**src/rtl/multicycle_ctrl.sv**
```systemverilog
// Control FSM for the multicycle MIPS core: sequences fetch/decode/execute over a
// shared ALU and unified memory, counts retired instructions, halts on bad opcodes.
module multicycle_ctrl #(
  parameter int CNT_W = 32
) (
  input  logic             clk_i,
  input  logic             rst_i,
  input  logic [5:0]       opcode_i,
  input  logic             mem_ready_i,
  output logic             PCWrite_o,
  output logic             PCWriteCond_o,
  output logic             IorD_o,
  output logic             MemRead_o,
  output logic             MemWrite_o,
  output logic             IRWrite_o,
  output logic             MemtoReg_o,
  output logic             RegDst_o,
  output logic             RegWrite_o,
  output logic             ALUSrcA_o,
  output logic [1:0]       ALUSrcB_o,
  output logic [2:0]       ALUOp_o,
  output logic [1:0]       PCSource_o,
  output logic [3:0]       state_o,
  output logic             trap_o,
  output logic [CNT_W-1:0] retired_o
);

  typedef enum logic [3:0] {
    S_FETCH     = 4'd0,
    S_DECODE    = 4'd1,
    S_MEM_ADDR  = 4'd2,
    S_MEM_READ  = 4'd3,
    S_MEM_WB    = 4'd4,
    S_MEM_WRITE = 4'd5,
    S_R_EXEC    = 4'd6,
    S_R_WB      = 4'd7,
    S_BRANCH    = 4'd8,
    S_JUMP      = 4'd9,
    S_I_EXEC    = 4'd10,
    S_I_WB      = 4'd11,
    S_TRAP      = 4'd12
  } state_t;

  localparam logic [5:0] OP_RTYPE = 6'b000000;
  localparam logic [5:0] OP_LW    = 6'b100011;
  localparam logic [5:0] OP_SW    = 6'b101011;
  localparam logic [5:0] OP_BEQ   = 6'b000100;
  localparam logic [5:0] OP_J     = 6'b000010;
  localparam logic [5:0] OP_ADDI  = 6'b001000;
  localparam logic [5:0] OP_SLTI  = 6'b001010;

  state_t           state_r;
  state_t           state_nxt_s;
  logic [CNT_W-1:0] retired_r;
  logic             retire_s;

  logic       pc_write_s, pc_write_cond_s, iord_s, mem_read_s, mem_write_s;
  logic       ir_write_s, memto_reg_s, reg_dst_s, reg_write_s, alu_src_a_s;
  logic [1:0] alu_src_b_s, pc_source_s;
  logic [2:0] alu_op_s;

  // State register and retired-instruction counter (wraps silently).
  always_ff @(posedge clk_i) begin
    if (!rst_i) begin
      state_r   <= S_FETCH;
      retired_r <= '0;
    end else begin
      state_r <= state_nxt_s;
      if (retire_s) begin
        retired_r <= retired_r + {{(CNT_W-1){1'b0}}, 1'b1};
      end else begin
        retired_r <= retired_r;
      end
    end
  end

  // Next-state decode and per-state control fields.
  always_comb begin
    state_nxt_s     = state_r;
    retire_s        = 1'b0;
    pc_write_s      = 1'b0;
    pc_write_cond_s = 1'b0;
    iord_s          = 1'b0;
    mem_read_s      = 1'b0;
    mem_write_s     = 1'b0;
    ir_write_s      = 1'b0;
    memto_reg_s     = 1'b0;
    reg_dst_s       = 1'b0;
    reg_write_s     = 1'b0;
    alu_src_a_s     = 1'b0;
    alu_src_b_s     = 2'b00;
    alu_op_s        = 3'b000;
    pc_source_s     = 2'b00;
    case (state_r)
      S_FETCH: begin
        mem_read_s  = 1'b1;
        alu_src_b_s = 2'b01;
        ir_write_s  = mem_ready_i;
        pc_write_s  = mem_ready_i;
        state_nxt_s = mem_ready_i ? S_DECODE : S_FETCH;
      end
      S_DECODE: begin
        alu_src_b_s = 2'b11;
        case (opcode_i)
          OP_RTYPE:        state_nxt_s = S_R_EXEC;
          OP_LW, OP_SW:    state_nxt_s = S_MEM_ADDR;
          OP_BEQ:          state_nxt_s = S_BRANCH;
          OP_J:            state_nxt_s = S_JUMP;
          OP_ADDI, OP_SLTI: state_nxt_s = S_I_EXEC;
          default:         state_nxt_s = S_TRAP;
        endcase
      end
      S_MEM_ADDR: begin
        alu_src_a_s = 1'b1;
        alu_src_b_s = 2'b10;
        // IR is stable here, so anything but lw/sw means a corrupted path.
        if (opcode_i == OP_LW) begin
          state_nxt_s = S_MEM_READ;
        end else if (opcode_i == OP_SW) begin
          state_nxt_s = S_MEM_WRITE;
        end else begin
          state_nxt_s = S_TRAP;
        end
      end
      S_MEM_READ: begin
        mem_read_s  = 1'b1;
        iord_s      = 1'b1;
        state_nxt_s = mem_ready_i ? S_MEM_WB : S_MEM_READ;
      end
      S_MEM_WB: begin
        reg_write_s = 1'b1;
        memto_reg_s = 1'b1;
        retire_s    = 1'b1;
        state_nxt_s = S_FETCH;
      end
      S_MEM_WRITE: begin
        mem_write_s = 1'b1;
        iord_s      = 1'b1;
        retire_s    = mem_ready_i;
        state_nxt_s = mem_ready_i ? S_FETCH : S_MEM_WRITE;
      end
      S_R_EXEC: begin
        alu_src_a_s = 1'b1;
        alu_op_s    = 3'b010;
        state_nxt_s = S_R_WB;
      end
      S_R_WB: begin
        reg_write_s = 1'b1;
        reg_dst_s   = 1'b1;
        retire_s    = 1'b1;
        state_nxt_s = S_FETCH;
      end
      S_BRANCH: begin
        alu_src_a_s     = 1'b1;
        alu_op_s        = 3'b001;
        pc_write_cond_s = 1'b1;
        pc_source_s     = 2'b01;
        retire_s        = 1'b1;
        state_nxt_s     = S_FETCH;
      end
      S_JUMP: begin
        pc_write_s  = 1'b1;
        pc_source_s = 2'b10;
        retire_s    = 1'b1;
        state_nxt_s = S_FETCH;
      end
      S_I_EXEC: begin
        alu_src_a_s = 1'b1;
        alu_src_b_s = 2'b10;
        if (opcode_i == OP_SLTI) begin
          alu_op_s = 3'b011;
        end else begin
          alu_op_s = 3'b000;
        end
        state_nxt_s = S_I_WB;
      end
      S_I_WB: begin
        reg_write_s = 1'b1;
        retire_s    = 1'b1;
        state_nxt_s = S_FETCH;
      end
      S_TRAP: begin
        state_nxt_s = S_TRAP;
      end
      default: begin
        state_nxt_s = S_FETCH;
      end
    endcase
  end

  // Controls are forced idle during a reset cycle so no access or write leaks out.
  assign PCWrite_o     = rst_i & pc_write_s;
  assign PCWriteCond_o = rst_i & pc_write_cond_s;
  assign IorD_o        = rst_i & iord_s;
  assign MemRead_o     = rst_i & mem_read_s;
  assign MemWrite_o    = rst_i & mem_write_s;
  assign IRWrite_o     = rst_i & ir_write_s;
  assign MemtoReg_o    = rst_i & memto_reg_s;
  assign RegDst_o      = rst_i & reg_dst_s;
  assign RegWrite_o    = rst_i & reg_write_s;
  assign ALUSrcA_o     = rst_i & alu_src_a_s;
  assign ALUSrcB_o     = rst_i ? alu_src_b_s : 2'b00;
  assign ALUOp_o       = rst_i ? alu_op_s    : 3'b000;
  assign PCSource_o    = rst_i ? pc_source_s : 2'b00;
  assign state_o       = state_r;
  assign trap_o        = (state_r == S_TRAP);
  assign retired_o     = retired_r;

endmodule

```
**config.mk**
```make
export PLATFORM = sky130hd
export DESIGN_NAME = multicycle_ctrl
export DESIGN_NICKNAME = d
export VERILOG_FILES = /design/src/rtl/multicycle_ctrl.sv
export SDC_FILE = /design/constraint.sdc
export NUM_CORES = 1
export LEC_CHECK = 0
export CORE_MARGIN = 4
export CORE_UTILIZATION = 52
export DETAILED_ROUTE_END_ITERATION = 8
export GPL_TIMING_DRIVEN = 0
export PLACE_DENSITY = 0.93
export SKIP_LAST_GASP = 1
export SYNTH_ARGS = -nofsm -noshare
export SYNTH_HDL_FRONTEND = slang
export SYNTH_SLANG_ARGS = --single-unit
```
**constraint.sdc**
```tcl
create_clock -name clk_i -period 4.26 [get_ports clk_i]
set_clock_uncertainty 0.2 [all_clocks]
set_input_delay 1.065 -clock clk_i [delete_from_list [all_inputs] [get_ports clk_i]]
set_output_delay 1.065 -clock clk_i [all_outputs]
set_load 0.01 [all_outputs]
```
==> results of run 1 <==
## logic make-up after synthesis
family	Yosys count	share of synthesized area
mux	11	0.0478
compound gates	70	0.194
fa+ha+maj	1	0.00537
xor+xnor	2	0.00752
simple gates	148	0.371
buf+inv	28	0.0633
flops	36	0.309
other cells	1	0.00161
## cells in the final DEF, fill, tap and decap left out, types with 6 or more instances in the layout
cell type | netlist | routed
clkdlybuf4s50_1 | 0 | 59
dfxtp_1 | 36 | 36
nand2_1 | 27 | 27
a21oi_1 | 25 | 25
o31ai_1 | 16 | 16
or4_1 | 14 | 14
nor2_1 | 14 | 13
nand3_1 | 13 | 13
nor4_1 | 12 | 12
nand2b_1 | 11 | 11
nand4_1 | 10 | 10
mux2i_1 | 10 | 10
clkbuf_1 | 9 | 8
o21ai_0 | 8 | 8
nor3_1 | 7 | 7
and3_1 | 7 | 7
or3_1 | 7 | 7
buf_4 | 6 | 6
inv_1 | 6 | 6
## per-stage QoR
step                utilization  total power [mW]  cells  instance area [µm²]
global route              0.711             0.808    417                 3090
CTS                       0.709             0.769    417                 3090
finish                    0.711             0.771    417                 3090
global placement          0.691             0.541    410                 3010
detailed placement        0.691             0.545    410                 3010
floorplan                     -             0.468    297                 2330
## area by class of cell
class,instances,share of cell area
tap,52,0.0210
clock buffer,6,0.0235
sequential,36,0.233
timing repair buffer,61,0.198
buffer,22,0.0421
clock inverter,1,0.00162
inverter,6,0.00728
multi-input combinational,233,0.474
## how the worst max path moves through the flow
| stage | cells past startpoint | end | startpoint | slack [ns] |
|---|---|---|---|---|
| floorplan | 4 | PCSource_o[0] | rst_i | 1.02 |
| global placement | 6 | IorD_o | rst_i | -0.48 |
| detailed placement | 6 | IorD_o | rst_i | -0.44 |
| CTS | 6 | ALUOp_o[0] | opcode_i[2] | 0.06 |
| global route | 6 | ALUOp_o[0] | opcode_i[4] | 0.009 |
| finish | 6 | ALUOp_o[0] | opcode_i[4] | 0.10 |
## worst register-to-register path: cells and delay by family (launching register included)
kind	cells	cell delay, ns
buffers and inverters	3	0.55
DFF	1	0.33
muxes	1	0.23
and+or+nand+nor	3	0.73
## state kept, by name, indices dropped and copies added (netlist names)
signal	count
state_o	4
retired_o	32
## routing by layer
metal,track usage,vias up
li1,-,1263
met1,0.304,1239
met2,0.436,117
met3,0.0507,9
met4,0.105,0
met5,0,-
## power by group through the flow
stage | logic (mW) | registers, mW | clock network [mW]
floorplan | 0.106 | 0.362 | 0
detailed placement | 0.186 | 0.359 | 0
CTS | 0.187 | 0.352 | 0.231
global placement | 0.182 | 0.359 | 0
finish | 0.187 | 0.352 | 0.232
global route | 0.204 | 0.353 | 0.251
## timing repair
item / CTS / global route
hold endpoints to repair: 0 / 0
gates resized for setup: 4 / 3
setup endpoints to repair: 7 / 3
==> impl_metrics.csv, run 1 <==
group,metric,value,unit
place,post-place-ws,-0.441,ns
outcome,status,"finished clean",
sta,setup_ws,0.104,ns
worst_setup_path,cp.required,2.99,ns
worst_setup_path,reg2reg_depth,7,
yosys,yosysUniqueCellTypes,51,
power,p_leak,0.998,nW
cells_and_area,final_nets,375,
grt,grt_usage,0.252,
cells_and_area,synthToLayoutAreaGrowth,32.7,%
sta,setup_tns,0,ns
worst_setup_path,cpPeakStageDelay,0.58,ns
yosys,ys.flop_type,"dfxtp_1",
place,numPortBuffers,61,
clock_tree,insertion_delay,0.29,ns
clock_tree,path_clk_slew,0.07,ns
sta,final-setup-viol-count,0,
clock_tree,root_buffer,"clkbuf_8",
worst_setup_path,reg2reg_to,"retired_o[26]",
grt,grt_pass1_wl,11200,µm
yosys,yosys-top-cells-count,"36 x dfxtp_1, 27 x nand2_1, 25 x a21oi_1",
routing,wl_per_cell,16.2,µm
power,p_sw,233,µW
flow_run,maxCapViolations,0,
power,p_comb_frac,0.243,
clock_tree,cts_made_buffers,5,
min_path,min_path_cells,2,
power,netSwitchingFraction,0.302,
cells_and_area,fillerInstances,344,
cells_and_area,seqCellArea,721,µm²
floorplan,start_util,0.535,
worst_setup_path,r2r-start,"state_o[0]",
routing,vias_per_cell,6.30,
sta,slew_headroom,0.588,
grt,grt_overflow,0,
grt,grt_max_degree,11,
floorplan,placement_rows,24,
routing,routed-wl-met2,3470,µm
clock_tree,clk_path_buf_depth,2,
floorplan,ios,63,
yosys,synthCells,297,
cells_and_area,insertedDiodeCount,0,
yosys,synth_top_area_frac,0.309,
power,p_clk_frac,0.301,
cells_and_area,final_layout_size_suffix_gt1_frac,0.0822,
power,power_density,249,mW/mm²
power,worst_ir_drop_vdd,0.192,mV
yosys,synth_nets,307,
power,internal_power,538,µW
grt,grt_pass1_vias,2542,
worst_setup_path,critPathBufInv,2,
routing,wl,6770,µm
worst_setup_path,r2r_slack,2.15,ns
worst_setup_path,worstPathArrival,2.89,ns
worst_setup_path,path_common_cell,"clkdlybuf4s50_1",
worst_setup_path,cp_max_fo,6,
routing,wl_met3,490,µm
sta,holdWs,0.284,ns
worst_setup_path,startpoint_type,"primary input",
routing,ant_nets,0,
yosys,yosysMostFrequentCell,"dfxtp_1",
worst_setup_path,cp-end-kind,"output port",
place,dp_hpwl,5030,µm
routing,drt_iter0_drc,268,
sta,slew_viol_final,0,
yosys,yosys.area.top_type,"dfxtp_1",
routing,drt-met1-wl,2730,µm
worst_setup_path,crit_family,"buffers and inverters",
yosys,syn_area_per_cell,7.85,µm²
floorplan,chipWidth,75.0,µm
worst_setup_path,critPathSlowestCell,"clkdlybuf4s50_1",
min_path,hold_path_class,"flop to flop",
yosys,ys_seq_area_frac,0.309,
sta,worstMarginPinSlew,0.612,ns
routing,first_pass_iters,4,
clock_tree,cts_setup_buffers,0,
routing,top_layer,"met4",
min_path,hold-path-endpoint,"retired_o[31]",
cells_and_area,multi_input_area,0.00147,mm²
routing,drc,0,
yosys,syn_area,0.00233,mm²
clock_tree,htreeDepth,2,
power,seq_power_share,0.456,
clock_tree,tritoncts,"yes",
sta,fmax,241,MHz
clock_tree,hold_buffers,0,
sta,fin_crit_sh,0.976,
sta,period_needed,4.16,ns
yosys,yosys-top-cells-area,"dfxtp_1 31%, a21oi_1 5.4%, o31ai_1 5.2%, or4_1 4.5%, nand2_1 4.3%",
routing,via_count,2628,
min_path,min_from,"retired_o[31]",
place,routabilityCongestion,0.930,
worst_setup_path,crit_chain,"clkdlybuf4s50_1 -> nor2_2 -> and3_1 -> nand2_1 -> a211oi_1 -> clkdlybuf4s50_1",
worst_setup_path,critical_path_class,"primary input to output port",
grt,antenna_found_initial,0,
yosys,async_reset_ff_frac,0,
floorplan,coreArea,0.00435,mm²
yosys,postSynthRegisterBits,36,
floorplan,die-area,0.00562,mm²
yosys,synth_edf_count,0,
clock_tree,cts_sinks,36,
sta,rsz0062_at_grt,"false",
yosys,yosys_warnings,0,
sta,timing_hold_violations_final,0,
floorplan,die_h,75.0,µm
Power figures use the tool's default switching activity.
==> inputs of run 2 (changes only) <==
--- a/config.mk
+++ b/config.mk
@@ -6,10 +6,11 @@
 export NUM_CORES = 1
 export LEC_CHECK = 0
 export CORE_MARGIN = 4
-export CORE_UTILIZATION = 52
+export CORE_UTILIZATION = 44
 export DETAILED_ROUTE_END_ITERATION = 8
 export GPL_TIMING_DRIVEN = 0
-export PLACE_DENSITY = 0.93
+export PLACE_DENSITY = 0.85
+export SETUP_SLACK_MARGIN = 0.02
 export SKIP_LAST_GASP = 1
 export SYNTH_ARGS = -nofsm -noshare
 export SYNTH_HDL_FRONTEND = slang
==> constraint.sdc (replaced) <==
create_clock -name clk_i -period 3.6 [get_ports clk_i]
set_clock_uncertainty 0.2 [all_clocks]
set_input_delay 0.9 -clock clk_i [delete_from_list [all_inputs] [get_ports clk_i]]
set_output_delay 0.9 -clock clk_i [all_outputs]
set_load 0.01 [all_outputs]
==> impl_metrics.csv, run 2 (synthesis gave the netlist of run 1 again) <==
group,metric,value,unit
outcome,status,"finished clean",
routing,drc,0,
worst_setup_path,cp.required,2.50,ns
cells_and_area,insertedDiodeCount,0,
floorplan,coreArea,0.00511,mm²
power,p_comb_frac,0.224,
worst_setup_path,startpoint_type,"primary input",
worst_setup_path,worstPathArrival,2.34,ns
routing,wl_met3,448,µm
floorplan,die_h,80.8,µm
clock_tree,clk_path_buf_depth,2,
routing,wl,6630,µm
worst_setup_path,cp_max_fo,4,
place,dp_hpwl,4890,µm
sta,slew_headroom,0.592,
power,p_total,988,µW
floorplan,start_util,0.456,
floorplan,chipWidth,80.8,µm
clock_tree,insertion_delay,0.29,ns
clock_tree,cts_sinks,36,
worst_setup_path,critical_path_class,"primary input to output port",
power,netSwitchingFraction,0.281,
place,post_dp_cell_area,0.00303,mm²
worst_setup_path,cp-end-kind,"output port",
place,routabilityCongestion,0.894,
cells_and_area,final_layout_size_suffix_gt1_frac,0.104,
worst_setup_path,critPathSlowestCell,"clkdlybuf4s50_1",
floorplan,die-area,0.00653,mm²
worst_setup_path,crit_chain,"clkdlybuf4s50_1 -> nor2_1 -> and3_1 -> nand2_1 -> a211oi_1 -> dlygate4sd1_1",
worst_setup_path,crit_family,"buffers and inverters",
place,place_inst,428,
cells_and_area,final_cell_mix,"55 x clkdlybuf4s50_1, 36 x dfxtp_1, 27 x nand2_1, 25 x a21oi_1, 16 x o31ai_1",
cells_and_area,final_common_cell,"clkdlybuf4s50_1",
sta,fmax,290,MHz
worst_setup_path,cpPeakStageDelay,0.45,ns
power,power_density,314,mW/mm²
worst_setup_path,critPathBufInv,2,
routing,wl_per_cell,15.2,µm
cells_and_area,stdcell_area,0.00315,mm²
flow_run,maxCapViolations,0,
cells_and_area,final_nets,375,
sta,holdWs,0.276,ns
grt,grt_pass1_vias,2457,
power,worst_ir_drop_vdd,0.155,mV
power,p_sw,278,µW
floorplan,placement_rows,26,
floorplan,ios,63,
sta,rsz0062_at_grt,"false",
power,internal_power,710,µW
routing,first_pass_iters,4,
clock_tree,htreeDepth,2,
cells_and_area,fillerInstances,489,
clock_tree,tritoncts,"yes",
grt,grt_max_degree,12,
power,seq_power_share,0.421,
routing,top_layer,"met4",
sta,period_needed,3.44,ns
clock_tree,path_clk_slew,0.07,ns
grt,grt_overflow,0,
cells_and_area,largest_reg_flops,32,
clock_tree,cts_made_buffers,5,
sta,slew_viol_final,0,
routing,routed-wl-met2,3300,µm
cells_and_area,synthToLayoutAreaGrowth,35.1,%
sta,fin_crit_sh,0.956,
routing,vias_per_cell,5.91,
sta,final-setup-viol-count,0,
routing,drt-met1-wl,2780,µm
clock_tree,cts_setup_buffers,0,
min_path,hold_path_class,"flop to flop",
place,numPortBuffers,61,
grt,grt_usage,0.207,
sta,worstMarginPinSlew,0.607,ns
routing,via_count,2578,
power,p_leak,1.03,nW
cells_and_area,finalNonFillerCells,436,
routing,ant_nets,0,
routing,drt_iter0_drc,235,
grt,grt_pass1_wl,10900,µm
grt,antenna_found_initial,0,
sta,timing_hold_violations_final,0,
clock_tree,root_buffer,"clkbuf_8",
power,p_clk_frac,0.355,
run 2: what timing repair did:
item	in CTS	in global routing
endpoints found under the hold margin	0	0
pin swaps	0	1
endpoints found under the setup margin	16	6
gates resized for setup	13	15
hold buffers	0	0
run 2: power by group through the flow:
| stage | registers (mW) | clock network (mW) | logic, mW |
|---|---|---|---|
| global route | 0.418 | 0.373 | 0.240 |
| floorplan | 0.428 | 0 | 0.125 |
| global placement | 0.425 | 0 | 0.215 |
| CTS | 0.416 | 0.354 | 0.220 |
| finish | 0.416 | 0.351 | 0.221 |
| detailed placement | 0.426 | 0 | 0.218 |
run 2: path summary, 6_finish.rpt:
path                 startpoint             to  slack, ns  cells after the start
hold / removal    retired_o[31]  retired_o[31]       0.28                      2
setup reg to reg     state_o[0]  retired_o[25]       1.51                      7
hold reg to reg   retired_o[31]  retired_o[31]       0.28                      2
setup / recovery    opcode_i[0]     ALUOp_o[0]       0.16                      6
run 2: area by class of cell:
| type | count | area (µm²) | area share |
|---|---|---|---|
| timing repair buffer | 61 | 599 | 0.190 |
| multi-input combinational | 233 | 1470 | 0.468 |
| inverter | 6 | 22.5 | 0.00715 |
| buffer | 22 | 139 | 0.0441 |
| sequential | 36 | 721 | 0.229 |
| clock inverter | 2 | 35.0 | 0.0111 |
| clock buffer | 6 | 72.6 | 0.0230 |
| tap | 70 | 87.6 | 0.0278 |
run 2: worst min-delay path, cell delays in order, from the launching register on:
cell	delay (ns)
dfxtp_1	0.32
nand2_1	0.06
mux2i_1	0.06
run 2: through the flow:
stage	setup TNS [ns]	worst slack, ns	util
2_1_floorplan	0	0.687	-
3_3_place_gp	-6.06	-0.739	0.593
3_5_place_dp	-6.05	-0.732	0.593
4_1_cts	-0.0109	-0.0109	0.616
5_1_grt	0	0.0676	0.617
6_report	0	0.157	0.617
run 2: metal layers:
layer / GRT usage / vias up
li1: - / 1261
met1: 0.240 / 1214
met2: 0.374 / 91
met3: 0.0443 / 12
met4: 0.0709 / 0
met5: 0 / -
==> patch: new RTL, config.mk and constraints of run 2 <==
The parameter `CNT_W` goes from 32 to 16.
--- a/src/rtl/multicycle_ctrl.sv
+++ b/src/rtl/multicycle_ctrl.sv
@@ -3,3 +3,3 @@
 module multicycle_ctrl #(
-  parameter int CNT_W = 32
+  parameter int CNT_W = 16
 ) (
Ports: changed (resized retired_o); port bits go from 63 to 47. No check against the original RTL was run, so the function may have changed too.
==> patch against run 2 <==
- sequential cell count shrank 16
- largest power group unchanged
- clock power shrank 47%
- cell count shrank 34%
- total power shrank 47%
- first-iteration DRC count decreased by 34%
- critical endpoint is now PCWrite_o
- wire length is 38% lower
- area after synthesis shrank 38%
- worst setup slack lost 0.0083 ns
- final area shrank 36%
==> patch: results (changes against run 2) <==
stage	metric	value	unit	change
outcome	outcome	finished, final reports clean		
worst_setup_path	Slowest Stage Delay on Critical Path	0.49	ns	+0.04 ns
global_route	pin count of the biggest net entering global routing	13		+1
synth	syn nets	207		-33%
synth	Synth area leaders	dfxtp_1, a21oi_1, o31ai_1		
global_route	first-pass GRT wire length	7090	um	-35%
power_and_ir_drop	NetSw	138	uW	-51%
synth	Synth top cells by count	a21oi_1, dfxtp_1, nand2_1		
power_and_ir_drop	Pleak	0.659	nW	-36%
place	Cells after DPL	283		-34%
clocking	Clk Latency, worst-skew pair	0.31	ns	+0.02 ns
power_and_ir_drop	seq pwr	231	uW	-44%
detailed_routing	Met3 Wirelength	340	um	-24%
synth	cell count after synthesis	197		-34%
timing	worst hold slack	0.301	ns	+0.0243 ns
synth	synthesized-area fraction occupied by adder cells	0.859	%	+0.32 points
synth	Post-Synth XOR/XNOR Area	0.601	%	-0.15 points
clocking	Root Driver	clkbuf_4		
place	Placed Area	1930	sq um	-36%
detailed_routing	wire length on met1	1870	um	-33%
finish	post-route cell area	2000	sq um	-36%
clocking	Max H-tree Level	1		-1
worst_setup_path	CP Launch Point	mem_ready_i		
place	Port Buf Inserts	42		-31%
power_and_ir_drop	Sequential Power Share	44.0	%	+1.9 points
clocking	clk slew on worst S/H paths	0.12	ns	+0.05 ns
worst_setup_path	crit path to	PCWrite_o		
power_and_ir_drop	Gate power share	20.8	%	-1.6 points
place	GPL Wtd Cong	0.838		-6.3%
==> patch: changes by cell type after synthesis, moves of 6 or more <==
cell / before / now
dfxtp_1: 36 / 20
nand2_1: 27 / 13
nor4_1: 12 / 1
mux2i_1: 10 / 2
nand3_1: 13 / 6
nand2b_1: 11 / 5
==> patch: repair_timing <==
item | 4_1_cts | 5_1_grt
setup endpoints to repair | 4 | 1
pin swaps | 1 | 0
buffers inserted | 1 | 0
cloned | 0 | 0
gates resized for setup | 8 | 4
==> patch: area by class of cell <==
cell class	count	share of cell area [%]
Tap cell	44	2.75
Inverter	4	0.812
Clock buffer	3	1.13
Sequential cell	20	20.0
Clock inverter	1	1.50
Timing Repair Buffer	43	21.2
Buffer	19	4.69
Multi-Input combinational cell	154	47.9
==> patch: critical path: cells and delay by family <==
family,cells,cell delay [ns]
and+or+nand+nor,2,0.48
buffers and inverters,2,0.97
